**config.mk**
```make
export PLATFORM = sky130hd
export DESIGN_NAME = mmio_uart_tx_flat
export DESIGN_NICKNAME = d
export VERILOG_FILES = /design/src/rtl/mmio_uart_tx_if.sv /design/src/rtl/mmio_uart_tx.sv /design/src/flat_wrapper.sv
export SDC_FILE = /design/constraint.sdc
export NUM_CORES = 1
export LEC_CHECK = 0
export BUFFER_PORTS_ARGS = -buffer_cell sky130_fd_sc_hd__clkbuf_2
export CAP_MARGIN = 20
export CORE_MARGIN = 8
export CORE_UTILIZATION = 50
export DETAILED_ROUTE_END_ITERATION = 16
export GPL_TIMING_DRIVEN = 0
export PLACE_DENSITY = 0.9
export SYNTH_ARGS = -nofsm -noshare
export SYNTH_HDL_FRONTEND = slang
export SYNTH_SLANG_ARGS = --single-unit
```
**constraint.sdc**
```tcl
create_clock -name clock -period 3.1 [get_ports clock]
set_clock_uncertainty 0.15 [all_clocks]
set_input_delay 0.31 -clock clock [delete_from_list [all_inputs] [get_ports clock]]
set_output_delay 0.31 -clock clock [all_outputs]
set_load 0.05 [all_outputs]
```
**src/rtl/mmio_uart_tx_if.sv**
```systemverilog
// rtl/mmio_uart_tx_if.sv - MMIO access bundle between the memory stage (master) and the UART transmitter (slave)
interface mmio_uart_tx_if;
  logic        mmio_w_enable;
  logic [31:0] mmio_addr;
  logic [31:0] mmio_w_data;
  logic [31:0] mmio_r_data;
  logic        mmio_write_complete;

  modport master (
    output mmio_w_enable, mmio_addr, mmio_w_data,
    input  mmio_r_data, mmio_write_complete
  );

  modport slave (
    input  mmio_w_enable, mmio_addr, mmio_w_data,
    output mmio_r_data, mmio_write_complete
  );
endinterface

```
**src/rtl/mmio_uart_tx.sv**
```systemverilog
// rtl/mmio_uart_tx.sv - MMIO UART transmitter: TXDATA/STATUS registers, byte FIFO, 8N1 serialiser
// Optional even-parity bit after the data bits when MMIO_UART_PARITY_EN is defined.
module mmio_uart_tx #(
  parameter logic [31:0] mmio_base_addr = 32'h00030000,
  parameter int          clocks_per_bit = 16,
  parameter int          fifo_depth     = 4
) (
  input  logic          clock,
  input  logic          reset,
  mmio_uart_tx_if.slave bus,
  output logic          tx
);
  localparam int PW = $clog2(fifo_depth);
  localparam int CW = PW + 1;
  localparam int BW = $clog2(clocks_per_bit);
  localparam logic [CW-1:0] FULL_COUNT  = CW'(fifo_depth);
  localparam logic [BW-1:0] BAUD_LAST   = BW'(clocks_per_bit - 1);
  localparam logic [31:0]   STATUS_ADDR = mmio_base_addr + 32'd4;

`ifdef MMIO_UART_PARITY_EN
  localparam logic PARITY_FLAG = 1'b1;
  typedef enum logic [2:0] {IDLE, START, DATA, PARITY, STOP} state_t;
`else
  localparam logic PARITY_FLAG = 1'b0;
  typedef enum logic [1:0] {IDLE, START, DATA, STOP} state_t;
`endif

  state_t        state, state_n;
  logic [7:0]    mem [fifo_depth];
  logic [PW-1:0] wr_ptr, rd_ptr;
  logic [CW-1:0] count;
  logic [7:0]    data_reg, data_n;
  logic [BW-1:0] baud, baud_n;
  logic [2:0]    bit_idx, bit_n;
  logic          tx_n;
  logic          fifo_full, fifo_empty;
  logic          sel_txdata, sel_status;
  logic          push, pop;
  logic          unused_bits;

  assign sel_txdata = bus.mmio_addr[31:2] == mmio_base_addr[31:2];
  assign sel_status = bus.mmio_addr[31:2] == STATUS_ADDR[31:2];
  assign fifo_full  = count == FULL_COUNT;
  assign fifo_empty = count == '0;
  assign unused_bits = ^{bus.mmio_w_data[31:8], bus.mmio_addr[1:0]};

  // Uses the pre-edge full flag, so a pop on the same edge cannot admit a push.
  assign bus.mmio_write_complete = reset && bus.mmio_w_enable && !(sel_txdata && fifo_full);
  assign push = bus.mmio_write_complete && sel_txdata;

  always_comb begin
    state_n = state;
    tx_n    = tx;
    data_n  = data_reg;
    baud_n  = baud;
    bit_n   = bit_idx;
    pop     = 1'b0;
    case (state)
      IDLE: begin
        tx_n   = 1'b1;
        baud_n = '0;
        bit_n  = '0;
        if (!fifo_empty) begin
          pop     = 1'b1;
          data_n  = mem[rd_ptr];
          state_n = START;
          tx_n    = 1'b0;
        end
      end
      START: begin
        baud_n = baud + 1'b1;
        if (baud == BAUD_LAST) begin
          baud_n  = '0;
          bit_n   = '0;
          state_n = DATA;
          tx_n    = data_reg[0];
        end
      end
      DATA: begin
        baud_n = baud + 1'b1;
        if (baud == BAUD_LAST) begin
          baud_n = '0;
          bit_n  = bit_idx + 3'd1;
          if (bit_idx == 3'd7) begin
`ifdef MMIO_UART_PARITY_EN
            state_n = PARITY;
            tx_n    = ^data_reg;
`else
            state_n = STOP;
            tx_n    = 1'b1;
`endif
          end else begin
            tx_n = data_reg[bit_idx + 3'd1];
          end
        end
      end
`ifdef MMIO_UART_PARITY_EN
      PARITY: begin
        baud_n = baud + 1'b1;
        if (baud == BAUD_LAST) begin
          baud_n  = '0;
          state_n = STOP;
          tx_n    = 1'b1;
        end
      end
`endif
      STOP: begin
        baud_n = baud + 1'b1;
        if (baud == BAUD_LAST) begin
          baud_n = '0;
          // Back-to-back frames: the next start bit follows the stop bit directly.
          if (!fifo_empty) begin
            pop     = 1'b1;
            data_n  = mem[rd_ptr];
            state_n = START;
            tx_n    = 1'b0;
          end else begin
            state_n = IDLE;
            tx_n    = 1'b1;
          end
        end
      end
      default: begin
        state_n = IDLE;
        tx_n    = 1'b1;
      end
    endcase
  end

  always_ff @(posedge clock or negedge reset) begin
    if (!reset) begin
      state    <= IDLE;
      tx       <= 1'b1;
      data_reg <= '0;
      baud     <= '0;
      bit_idx  <= '0;
    end else begin
      state    <= state_n;
      tx       <= tx_n;
      data_reg <= data_n;
      baud     <= baud_n;
      bit_idx  <= bit_n;
    end
  end

  always_ff @(posedge clock) begin
    if (push) begin
      mem[wr_ptr] <= bus.mmio_w_data[7:0];
    end
  end

  always_ff @(posedge clock or negedge reset) begin
    if (!reset) begin
      wr_ptr <= '0;
      rd_ptr <= '0;
      count  <= '0;
    end else begin
      if (push) begin
        wr_ptr <= wr_ptr + 1'b1;
      end
      if (pop) begin
        rd_ptr <= rd_ptr + 1'b1;
      end
      case ({push, pop})
        2'b10:   count <= count + 1'b1;
        2'b01:   count <= count - 1'b1;
        default: count <= count;
      endcase
    end
  end

  always_ff @(posedge clock or negedge reset) begin
    if (!reset) begin
      bus.mmio_r_data <= '0;
    end else if (sel_status) begin
      bus.mmio_r_data <= {16'h0000, 8'(count), 4'h0, PARITY_FLAG, fifo_empty, fifo_full, state != IDLE};
    end else begin
      bus.mmio_r_data <= '0;
    end
  end
endmodule

```
**src/flat_wrapper.sv**
```systemverilog
// flat-port wrapper written by rule: the top's interface ports become plain ports
module mmio_uart_tx_flat 
#(
  parameter logic [31:0] mmio_base_addr = 32'h00030000,
  parameter int          clocks_per_bit = 16,
  parameter int          fifo_depth     = 4
)
  (clock, reset, tx, bus_mmio_w_enable, bus_mmio_addr, bus_mmio_w_data, bus_mmio_r_data, bus_mmio_write_complete);
  mmio_uart_tx_if bus_i ();
  input  logic clock;
  input  logic reset;
  output logic tx;
  input wire logic [$bits(bus_i.mmio_w_enable)-1:0] bus_mmio_w_enable;
  input wire logic [$bits(bus_i.mmio_addr)-1:0] bus_mmio_addr;
  input wire logic [$bits(bus_i.mmio_w_data)-1:0] bus_mmio_w_data;
  output wire logic [$bits(bus_i.mmio_r_data)-1:0] bus_mmio_r_data;
  output wire logic [$bits(bus_i.mmio_write_complete)-1:0] bus_mmio_write_complete;
  assign bus_i.mmio_w_enable = bus_mmio_w_enable;
  assign bus_i.mmio_addr = bus_mmio_addr;
  assign bus_i.mmio_w_data = bus_mmio_w_data;
  assign bus_mmio_r_data = bus_i.mmio_r_data;
  assign bus_mmio_write_complete = bus_i.mmio_write_complete;
  mmio_uart_tx #(.mmio_base_addr(mmio_base_addr), .clocks_per_bit(clocks_per_bit), .fifo_depth(fifo_depth)) u_core (.clock(clock), .reset(reset), .bus(bus_i), .tx(tx));
endmodule
```
; ---- Yosys cells after proc, flatten, opt, wreduce, memory -nomap -nowiden
; Memories as Yosys holds them, arrays and structs flattened.
; Index checks and enable logic that the tools add are counted.
[classes]
eq_ne = 15
n_mux = 30
n_addsub = 6
n_lt_le_gt_ge = 1
n_reduce_logical = 16
[op_table]
columns = op, count
row1 = == test 30 x 16 -> 1 bit (second input constant), 2
row2 = two-way mux 8 bit, 2
row3 = case mux 8 bit (2 select lines), 1
row4 = two-way mux 1 bit, 11
row5 = two-way mux 11 bit, 1
row6 = two-way mux 2 bit, 5
row7 = case mux 3 bit (3 select lines), 1
row8 = inequality test 2 x 1 -> 1 bit (second input constant), 4
row9 = case mux 2 bit (4 select lines), 1
row10 = case mux 4 bit (2 select lines), 1
row11 = adder 3 x 1 -> 3 bit (second input constant), 2
row12 = == test 2 bit (second input constant), 3
row13 = == test 3 bit (second input constant), 2
row14 = two-way mux 3 bit, 2
row15 = case mux 3 bit (2 select lines), 1
row16 = AND reduction 3 bit, 2
row17 = nonzero test 2 bit, 3
row18 = AND reduction 5 bit, 1
row19 = adder 2 x 1 -> 2 bit (second input constant), 2
row20 = adder 4 x 1 -> 4 bit (second input constant), 1
row21 = == test 2 x 1 -> 1 bit (second input constant), 2
row22 = == test 4 bit (second input constant), 1
row23 = logical AND 1 bit, 4
row24 = less-than comparator 3 x 4 -> 1 bit (second input constant), 1
row25 = 12 further kinds, 12
[totals]
out_inout_bits = 34
wordCells = 78
mem_count = 1
ram_bits = 32
input_bits = 67
ff_bits = 36
[mem_list]
columns = name, depth, word_bits, rd, rd_clocked_by_memory_dff, wr, line_no
row1 = u_core.mem, 4, 8, 1, 0, 1, mmio_uart_tx.sv:29  ; logic [7:0] mem [fifo_depth];

; ---- Logic depth before layout (Yosys ltp)
[logic_depth]
ltp_word = 7
ltp_mapped = 10
mapped_depth_nobuf = 10

; ---- Least setup slack after synthesis
; Ideal clock, no wire load.
[synth_path]
path_kind = reg2reg
startpoint = register u_core.state[0]
endpoint = register u_core.count[2]
period_less_slack_ns = 2.400
stages_incl_launch_ff = 10
path_buffers = 0
setup_time_ns = 0.079
setup_slack_ns = 0.700
t_required_ns = 2.871
arrival_ns = 2.170
path_cell_list = dfrtp_1 -> inv_1 -> ha_1 -> nor3_1 -> ha_1 -> inv_1 -> fa_1 -> xor2_1 -> nor2_1 -> xor2_1
[synth_via]
elab_chain_cells = 4
elab_cells_between_ends = 7
classes_between = eq/ne (3) / mux (2) / reduce/logical (2)
[synth_lines]
columns = element, line_no
row1 = "start, declared", mmio_uart_tx.sv:28  ; state_t state, state_n;
row2 = "start signal, assigned", mmio_uart_tx.sv:138  ; state <= state_n;
row3 = == test 2 bit or zero test 2 bit (tied branches), mmio_uart_tx.sv:58  ; case (state)
row4 = case mux 1 bit (2 select lines) *, mmio_uart_tx.sv:58
row5 = via u_core.pop, mmio_uart_tx.sv:38  ; logic push, pop;
row6 = == test 2 x 1 -> 1 bit or == test 2 bit (tied branches), mmio_uart_tx.sv:164  ; case ({push, pop})
row7 = case mux 3 bit (2 select lines) or nonzero test 2 bit (tied branches), --
row8 = "end signal, assigned", mmio_uart_tx.sv:165  ; 2'b10: count <= count + 1'b1;
row9 = "end signal, assigned", mmio_uart_tx.sv:166  ; 2'b01: count <= count - 1'b1;
row10 = "end signal, assigned", mmio_uart_tx.sv:167  ; default: count <= count;
row11 = "end, declared", mmio_uart_tx.sv:31  ; logic [CW-1:0] count;
; Mark *: on every way through the listed nets, which the timed path passes. The rest lies on a longest branch.
; A chain may end at the register's enable or synchronous reset.

; ---- Final worst setup path
; Same ends and word-level chain as after synthesis.

==> results.md <==
- Setup_tns: 0 ns
- CP Cell Sequence: inv_1, ha_1, nor3_1, ha_1, inv_1, fa_1, xor2_1, nor2_1, xor2_1
- WP buf/inv: 2
- Final #Nets: 379
- Largest register FFs: 32
- Synth area leader: edfxtp_1
- Final Hold Vio Count: 0
- Crit share post-route: 86.9%
- Max Clk Rate: 0.371 GHz
- Status: finished clean
- Clock slew at reported path FFs: 0.07 ns
- CTS root buffer: clkbuf_8
- Die Y: 94.2 um
- Postcts setup bufs: 0
- Async SR Flop Fraction: 49.2%
- Crit-path slowest cell: dfrtp_1
- Syn. warnings: 0
- GRT met1 Usage: 15.3%
- Post-synth EDFFs: 32
- Post-synth top cells: edfxtp_1 (32), dfrtp_1 (30), buf_4 (26)
- Final slew viol count: 0
- I/O Buffers: 48
- Slowest Stage Delay on Critical Path: 0.44 ns
- Dpl ws: 0.232 ns
- Core ar.: 5920 sq um
- Initial antenna violation count: 0
- Remaining antenna violation count after routing: 0
- RR Endpoint: u_core.count[2]
- Crit path max-delay family: adder cells
- Overall Global Routing Usage: 14.3%
- First-pass GRT wire length: 9560 um
- Rel. slew slack: 47.0%
- Via count: 1879
- Num CTS Buffers: 9
- Max-Cap Viols: 0
- Via density: 4.98
- Share of layout cells above drive strength 1: 41.4%
- Initial DRC Count: 54
- Post-Syn Area per Cell: 14.5 sq um
- Routing usage on met3: 5.84%
- Hold crit path type: input port to register
- P per Cell Area: 480 nW/um^2
- RSZ-0062 raised after global routing: false
- Overflow after GRT: 0
- Unique masters post-synth: 46
- Synth top area cells: edfxtp_1 (31%), dfrtp_1 (25%), mux4_2 (7.4%)
- Pin count of the biggest net entering global routing: 31
- Core Rows: 28
- Die Wd: 94.2 um
- Worst Tran Pin Value: 0.795 ns
- Synthesized area: 3050 sq um
- CTS H-tree depth: 3
- Worst r2r path cells: 9
- Clock buffer depth: 2
- Worst-Skew Late Latency: 0.34 ns
- Wirelength per Cell: 15.5 um
- Number of cells on the critical path: 9
- Die area: 8870 sq um
- Initial core utilization: 51.6%
- Ys flop type: edfxtp_1
- Arr. time, crit path: 2.81 ns
- Reg-to-reg startpoint: u_core.state[0]
- CP Data Required Time: 3.21 ns
- CP max FO: 6
- Critical path endpoint: u_core.count[2]
- GRT met2 Usage: 24.3%
- GRT Max-Usage Layer: met2
- Final setup fails: 0
- Crit. End Element: register
- CTS hold repair buffers: 2
- Leak Pwr: 1.68 nW
- N_diodes: 0
- Flop-to-flop setup slack: 0.41 ns
- Sequential area share after synthesis: 56.9%
- Boundary pin count: 101
- CTS tree: done
- Worst Setup SP: u_core.state[0]
- Area grow syn2layout: 21.9%
- Most frequent cell after synthesis: edfxtp_1
- Drt drc: 0
- CTS-repair resized insts: 0
- HPWL Detailed: 4440 um
- Final GP Congestion: 0.755
- Startpoint types: register
- Detailed Routing Iterations Pass 1: 4
- VDD IR max: 410 uV
- Min cycle time layout: 2.69 ns
- Critical Setup Path Class: register to register
- Number of global-route vias before repair: 2013
- Mapped Cells: 211
- CTS Sinks: 63
- Register bit total from synthesis: 63
- Final WS setup: 0.407 ns
- Final wirelength: 5860 um
- Synth top area share: 31.5%
metrics by stage:
step           util [%]  std cells  hold WS (ns)  area [sq um]  total power [mW]
3_5_place_dp       58.8        359         0.274          3480              1.04
4_1_cts            62.9        377        0.0260          3720              1.80
5_1_grt            62.9        377        0.0311          3720              1.84
6_report           62.9        377        0.0393          3720              1.79
3_3_place_gp       58.8        359         0.263          3480              1.03
2_1_floorplan         -        236        -0.136          3150             0.999
report_power, final:
group	internal (mW)	total [mW]	switching, mW
registers	0.880	0.880	0.00000000145
clock network	0.445	0.758	0.313
logic	0.0470	0.148	0.101
worst min path at each step:
stage	depth (start not counted)	start	slack, ns	to
after global routing	1	bus_mmio_w_data[6]	0.03	u_core.mem[2][6]
final	1	bus_mmio_w_data[3]	0.04	u_core.mem[0][3]
after global placement	1	reset	0.26	u_core.bus.mmio_r_data[2]
after floorplan	0	reset	-0.14	u_core.baud[0]
after CTS	1	bus_mmio_w_data[3]	0.03	u_core.mem[0][3]
after detailed placement	1	reset	0.27	u_core.bus.mmio_r_data[8]
cells by family (layout without fill, tap and decap cells):
kind of cell	Yosys count	in the layout	share of synthesized area, %
simple gates	50	50	10.4
other cells	1	26	0.123
fa+ha+maj	15	15	6.39
compound gates	16	16	4.30
flops	63	63	56.9
xor+xnor	7	7	2.01
buf+inv	36	102	7.62
mux	23	23	12.2
cells in the final DEF (no fill, tap or decap), drive strengths merged, types with 2 or more instances in the layout:
cell,Yosys,final
nor2b,3,3
clkinvlp,0,2
clkbuf,1,58
xnor2,4,4
inv,8,8
nor3,5,5
nor4,6,6
nand3,3,3
clkinv,0,3
nor2,10,10
mux4,10,10
nand4,2,2
xor2,3,3
dfrtp,30,30
ha,14,14
edfxtp,32,32
mux2,12,12
bufinv,0,2
a21o,2,2
nor4b,2,2
or3,2,2
nand2,6,6
buf,27,28
conb,1,26
o31ai,2,2
and2,7,7
a22o,5,5
worst register-to-register path, stage by stage (launching register included):
cell     delay (ns)
dfrtp_1        0.44
inv_1          0.11
ha_1           0.36
nor3_1         0.43
ha_1           0.27
inv_1          0.07
fa_1           0.38
xor2_1         0.15
nor2_1         0.11
xor2_1         0.15
per-layer routing:
layer | vias up | share of wire [%]
li1 | 900 | -
met1 | 910 | 38
met2 | 58 | 53
met3 | 11 | 7.3
met4 | 0 | 1.6
met5 | - | 0
final cells by class:
| type | count | area, sq um |
|---|---|---|
| buffer | 28 | 203 |
| timing repair buffer | 50 | 270 |
| clock buffer | 9 | 124 |
| tap | 75 | 93.8 |
| multi-input combinational | 137 | 1180 |
| inverter | 8 | 30.0 |
| clock inverter | 7 | 87.6 |
| sequential | 63 | 1740 |
| fill | 461 | 2200 |
No activity file was read; power rests on OpenSTA's default activity.
